File: src/rtl/seq_div_pkg.sv
// Shared types and sizing for the sequential restoring divider.
// Latency: n/a (declarations only).
// Backpressure: n/a.
package seq_div_pkg;

    localparam int DIVIDEND_W_DEF = 8;
    localparam int DIVISOR_W_DEF  = 4;
    localparam int CNT_W_DEF      = $clog2(DIVIDEND_W_DEF + 1);

    typedef enum logic [1:0] {
        IDLE = 2'd0,
        RUN  = 2'd1,
        DONE = 2'd2
    } div_state_t;

    // Iteration counter width for a given dividend width.
    function automatic int cnt_width(input int dividend_w);
        return $clog2(dividend_w + 1);
    endfunction

endpackage

File: src/rtl/seq_divider_8by4_div_step.sv
// One restoring-division bit: shift a dividend bit into the partial remainder, subtract if it fits.
// Latency: purely combinational.
// Backpressure: none; caller decides when to register the result.
// Ports: p_in (partial remainder), dvd_bit (next dividend MSB), divisor -> p_out, q_bit.
module div_step
    import seq_div_pkg::*;
#(
    parameter int DIVISOR_W = DIVISOR_W_DEF
) (
    input  logic [DIVISOR_W-1:0] p_in,
    input  logic                 dvd_bit,
    input  logic [DIVISOR_W-1:0] divisor,
    output logic [DIVISOR_W-1:0] p_out,
    output logic                 q_bit
);

    logic [DIVISOR_W:0] p_ext;

    assign p_ext = {p_in, dvd_bit};
    assign q_bit = (p_ext >= {1'b0, divisor});

    // When the subtraction is taken the true difference is < divisor, so the
    // low DIVISOR_W bits of the modular difference are exact. With a zero
    // divisor the shifted value is kept truncated, which leaves the low
    // dividend bits in the remainder after a full run.
    assign p_out = q_bit ? (p_ext[DIVISOR_W-1:0] - divisor) : p_ext[DIVISOR_W-1:0];

endmodule

File: src/rtl/seq_divider_8by4.sv
// Iterative restoring divider: unsigned dividend / divisor -> quotient, remainder, one quotient bit per clock.
// Latency: out_valid rises DIVIDEND_W edges after the accept edge (1 edge for divide-by-zero when SEQ_DIV_DBZ_EN).
// Backpressure: single transaction in flight; in_ready only in IDLE, result held in DONE until out_ready.
// Ports: clk, rst_n (async active-low); in_valid/in_ready/dividend/divisor; out_valid/out_ready/quotient/remainder/dbz.
// Build option: define SEQ_DIV_DBZ_EN for the divide-by-zero early exit and dbz flag (otherwise dbz is tied 0).
module seq_divider_8by4
    import seq_div_pkg::*;
#(
    parameter int DIVIDEND_W = DIVIDEND_W_DEF,
    parameter int DIVISOR_W  = DIVISOR_W_DEF   // must not exceed DIVIDEND_W
) (
    input  logic                  clk,
    input  logic                  rst_n,
    input  logic                  in_valid,
    output logic                  in_ready,
    input  logic [DIVIDEND_W-1:0] dividend,
    input  logic [DIVISOR_W-1:0]  divisor,
    output logic                  out_valid,
    input  logic                  out_ready,
    output logic [DIVIDEND_W-1:0] quotient,
    output logic [DIVISOR_W-1:0]  remainder,
    output logic                  dbz
);

    localparam int               CNT_W    = cnt_width(DIVIDEND_W);
    localparam logic [CNT_W-1:0] LAST_CNT = CNT_W'(DIVIDEND_W - 1);

    div_state_t            state_q;
    div_state_t            state_d;
    logic [CNT_W-1:0]      cnt_q;
    logic [DIVIDEND_W-1:0] dvd_q;     // dividend, shifted left so the MSB is the next bit to consume
    logic [DIVIDEND_W-1:0] quo_q;
    logic [DIVISOR_W-1:0]  dvs_q;
    logic [DIVISOR_W-1:0]  rem_q;     // partial remainder; final remainder once in DONE
    logic [DIVISOR_W-1:0]  p_next;
    logic                  q_bit;
    logic                  accept;
    logic                  step_en;

    assign in_ready  = (state_q == IDLE);
    assign out_valid = (state_q == DONE);
    assign accept    = in_valid & in_ready;
    assign quotient  = quo_q;
    assign remainder = rem_q;

    div_step #(
        .DIVISOR_W (DIVISOR_W)
    ) u_step (
        .p_in    (rem_q),
        .dvd_bit (dvd_q[DIVIDEND_W-1]),
        .divisor (dvs_q),
        .p_out   (p_next),
        .q_bit   (q_bit)
    );

`ifdef SEQ_DIV_DBZ_EN
    logic dbz_q;

    // A zero-divisor transaction parks in RUN for one cycle with the counter
    // preloaded to its last value, so it reaches DONE on the next edge
    // without touching the precomputed result.
    assign step_en = (state_q == RUN) && !dbz_q;
    assign dbz     = dbz_q & out_valid;
`else
    assign step_en = (state_q == RUN);
    assign dbz     = 1'b0;
`endif

    // State register
    always_ff @(posedge clk or negedge rst_n) begin
        if (!rst_n) begin
            state_q <= IDLE;
        end else begin
            state_q <= state_d;
        end
    end

    // Next-state logic
    always_comb begin
        state_d = state_q;
        case (state_q)
            IDLE:    if (in_valid)            state_d = RUN;
            RUN:     if (cnt_q == LAST_CNT)   state_d = DONE;
            DONE:    if (out_ready)           state_d = IDLE;
            default:                          state_d = IDLE;
        endcase
    end

    // Datapath: operand capture and one restoring step per RUN cycle.
    always_ff @(posedge clk or negedge rst_n) begin
        if (!rst_n) begin
            cnt_q <= '0;
            dvd_q <= '0;
            dvs_q <= '0;
            quo_q <= '0;
            rem_q <= '0;
`ifdef SEQ_DIV_DBZ_EN
            dbz_q <= 1'b0;
`endif
        end else begin
            if (accept) begin
                dvd_q <= dividend;
                dvs_q <= divisor;
                rem_q <= '0;
                quo_q <= '0;
                cnt_q <= '0;
`ifdef SEQ_DIV_DBZ_EN
                dbz_q <= 1'b0;
                if (divisor == '0) begin
                    dbz_q <= 1'b1;
                    cnt_q <= LAST_CNT;
                    quo_q <= '1;
                    rem_q <= dividend[DIVISOR_W-1:0];
                end
`endif
            end else if (step_en) begin
                dvd_q <= {dvd_q[DIVIDEND_W-2:0], 1'b0};
                rem_q <= p_next;
                quo_q <= {quo_q[DIVIDEND_W-2:0], q_bit};
                cnt_q <= cnt_q + CNT_W'(1);
            end
`ifdef SEQ_DIV_DBZ_EN
            if ((state_q == DONE) && out_ready) begin
                dbz_q <= 1'b0;
            end
`endif
        end
    end

endmodule

File: config.mk
export PLATFORM = sky130hd
export DESIGN_NAME = seq_divider_8by4
export DESIGN_NICKNAME = d
export VERILOG_FILES = /design/src/rtl/seq_div_pkg.sv /design/src/rtl/seq_divider_8by4_div_step.sv /design/src/rtl/seq_divider_8by4.sv
export SDC_FILE = /design/constraint.sdc
export NUM_CORES = 1
export LEC_CHECK = 0
export BUFFER_PORTS_ARGS = -buffer_cell sky130_fd_sc_hd__buf_2
export CORE_MARGIN = 10
export CORE_UTILIZATION = 51
export CTS_BUF_LIST = sky130_fd_sc_hd__clkbuf_8
export DETAILED_ROUTE_END_ITERATION = 8
export PLACE_DENSITY = 0.78
export SETUP_SLACK_MARGIN = 0.3
export SLEW_MARGIN = 40
export SYNTH_ARGS = -nofsm -noshare
export SYNTH_HDL_FRONTEND = slang
export SYNTH_HIERARCHICAL = 1
export SYNTH_SLANG_ARGS = --single-unit
File: constraint.sdc
create_clock -name clk -period 1.75 [get_ports clk]
set_clock_uncertainty 0.1 [all_clocks]
set_input_delay 0.35 -clock clk [delete_from_list [all_inputs] [get_ports clk]]
set_output_delay 0.35 -clock clk [all_outputs]
set_load 0.02 [all_outputs]
==> results.md <==
- Status: finished, violations left
- Failing checks: negative hold slack
- Sequential fraction of the synthesis area: 49.2%
- CP Launch Type: flop
- Ports: 31
- Highest clock rate: 597 MHz
- Most common cell after layout, fill and taps aside: nand2_1
- Final setup vio count: 0
- DR pass1 iterations: 4
- Seq pwr share: 28.2%
- GR Util All Layers: about 14%
- MaxCap Viol Count: 0
- Crit path time final: 1.68 ns
- Max clock buf depth: 2
- LEAKAGE: 1.02 nW
- Detailed-route via count: 1,297
- Worst-path cell chain: inv_2 > ha_4 > o21ai_4 > a21oi_4 > nor2_4 > mux2_4 > nand2_2 > o21ai_1
- Crit path capture type: flop
- Syn_area_per_cell: 9.79 um^2
- Row count: 19
- Pint: about 2.7 mW
- Worst r2r src: dvs_q[2]
- Synth Instances: 156
- Sw frac: roughly 42%
- Initial Util: 54.4%
- Die Y: 74.7 um
- GR Overflow Total: 0
- Post-CTS Hold Buffers: 0
- Layout area overhead: 34.8%
- Critical Path AT: 1.76 ns
- TritonCTS Sinks: 30
- CP Launch Point: dvs_q[2]
- Antenna-violating nets left: 0
- Clock Latency Late Sink: 0.29 ns
- Via-to-Cell Ratio: 5.43
- Die X: 74.7 um
- Logic pwr share: 60.5%
- Synth cell types: 34
- PD cells: 2240 nW/um^2
- Die area: 5580 um^2
- Largest delay share family, worst path: flip-flops
- Multi-input logic area: 779 um^2
- CP max FO: 3
- Layout cells sized above 1: 43.3%
- Pin count of the biggest net entering global routing: 31
- Critical path class: reg2reg
- Drt total wl: 3.90 mm
- DRC Markers: 0
- Ys Warns: 6
- Slew @ Worst Pin: 0.675 ns
- Slowest cell on crit path: dfrtp_1
- Fin util: between 70% and 80%
- Final worst path period share: between 90% and 100%
- Routability cong.: 0.891
- Core Area: 2810 um^2
- Initial antenna violation count: 0
- Detailed router's first-iteration violation count: 121
- Rel. slew slack: between 50 and 60%
- Fin. Hold Viols: 11
- Total CTS buffers: 5
- Final hold slack: -0.00247 ns
- CP Buf/Inv Count: 1
- RSZ-0062 raised after global routing: yes
- Clk root buf: clkbuf_8
- Hold WC Path Type: in2async
- Syn nets: 178
- I/O Buffers: 29
- CTS tree: built
- Crit path required time: about 1.8 ns
- Filler cells: between 200 and 250
- N_diodes: 0
- Most frequent cells in the layout: 42 x nand2_1, 25 x dfrtp_1, 24 x buf_2
- Per-cell routed wire length: 16.3 um
- CTS clk-pin slew, worst paths: 0.07 ns
- Clock power frac: 11.3%
- Fin Setup TNS: 0 ns
- Fin nets: 230
- Seq cells post-synth: 30
- Max Slew Vio Count: 0
- Synthesized cell area: 1530 um^2
- Vias in the first global route: 1,329
- H-tree depth: 2
- Worst VDD drop: 0.00107 V
- First-pass GRT wire length: 6.11 mm
- Register area: ~760 um^2
- Post-DP HPWL: 2.50 mm
- Max incr delay on CP: 0.40 ns
- Psw: 1.91 mW
==> cells by family (layout without fill, tap and decap cells) <==
group                    Yosys count  count (layout)  share of synthesized area (%)
buffers and inverters             16              68                           6.31
AO/OA/AOI/OAI                     31              31                           13.5
other                              1               1                          0.246
adder cells (fa/ha/maj)            6               6                           5.41
flip-flops                        30              30                           49.2
AND/OR/NAND/NOR                   63              63                           18.9
multiplexers                       8               8                           5.90
XOR/XNOR                           1               1                          0.574
==> stage by stage <==
step	setup slack (ns)	std cells	hold slack [ns]	area (um^2)	power [mW]
after floorplan	0.0639	156	-0.0456	1580	2.95
after global placement	0.0706	215	0.311	1750	3.37
after detailed placement	0.0416	215	0.326	1750	3.48
after CTS	0.121	236	0.0192	1980	4.34
after global routing	0.0202	239	0.0404	2060	4.91
final	0.0741	239	-0.00247	2060	4.60
==> layer usage <==
| metal | routed length (um) | vias up | global-route usage (%) |
|---|---|---|---|
| li1 | - | 620 | - |
| met1 | 1600 | 632 | 16.3 |
| met2 | 2000 | 38 | 23.7 |
| met3 | 230 | 7 | 5.91 |
| met4 | 72 | 0 | 6.09 |
| met5 | 0 | - | 0 |
==> synthesized netlist by cell type <==
library cell / count / share of area [%]
nor3b_4: 1 / 1.2
a22o_1: 1 / 0.57
mux2_2: 4 / 3.0
nor2_2: 1 / 0.41
dfrtp_1: 30 / 49
a21oi_4: 1 / 1.1
o21ai_2: 1 / 0.57
ha_1: 5 / 4.1
nor2_4: 1 / 0.74
a21o_1: 1 / 0.49
nor2_1: 6 / 1.5
a22oi_1: 7 / 3.4
nand2b_1: 3 / 1.2
mux2i_1: 3 / 2.0
inv_1: 8 / 2.0
nor3_1: 2 / 0.66
nor3b_1: 1 / 0.49
mux2_4: 1 / 0.98
o21bai_1: 2 / 0.98
a21oi_1: 1 / 0.33
fa_1: 1 / 1.3
nand4_1: 2 / 0.82
buf_4: 3 / 1.5
buf_2: 2 / 0.66
o21ai_0: 7 / 2.3
nor2b_1: 2 / 0.82
o21bai_2: 1 / 0.74
xnor2_1: 1 / 0.57
a31oi_1: 1 / 0.41
conb_1: 1 / 0.25
buf_6: 3 / 2.2
nand2_1: 43 / 11
nand2_2: 1 / 0.41
o21ai_1: 8 / 2.6
==> power by group through the flow <==
stage | Sequential (mW) | Combinational [mW] | Clock [mW]
final | 1.30 | 2.78 | 0.521
after CTS | 1.28 | 2.53 | 0.521
after global placement | 1.27 | 2.10 | 0
after global routing | 1.34 | 3.01 | 0.561
after floorplan | 1.38 | 1.57 | 0
after detailed placement | 1.30 | 2.18 | 0
==> flip-flops by register name, indices dropped and copies added, names as in the netlist <==
name / cells
dvd_q: 8
remainder: 4
state_q: 2
dvs_q: 4
cnt_q: 4
quotient: 8
==> final timing paths <==
kind / end / cells past startpoint / slack (ns)
worst max-delay path: remainder[2] / 8 / 0.07
worst min-delay path: quotient[0] / 1 / -0.002
worst max register to register: remainder[2] / 8 / 0.07
worst min register to register: dvd_q[3] / 2 / 0.38
max in group asynchronous: remainder[1] / 1 / 1.07
min in group clk: dvd_q[7] / 3 / 0.17
==> what timing repair did <==
item,4_1_cts,5_1_grt
cloned,0,0
resized for setup,17,20
setup endpoints to repair,19,33
buffers inserted,14,3
pin swaps,8,3
==> layout make-up <==
type	instances	area share, %
Multi-Input combinational cell	110	37.9
Sequential cell	30	36.8
Tap cell	31	1.89
Inverter	8	1.46
Timing Repair Buffer	53	18.2
Clock buffer	5	3.35
Clock inverter	2	0.365
Note: power is estimated with default switching activity, not from simulation.
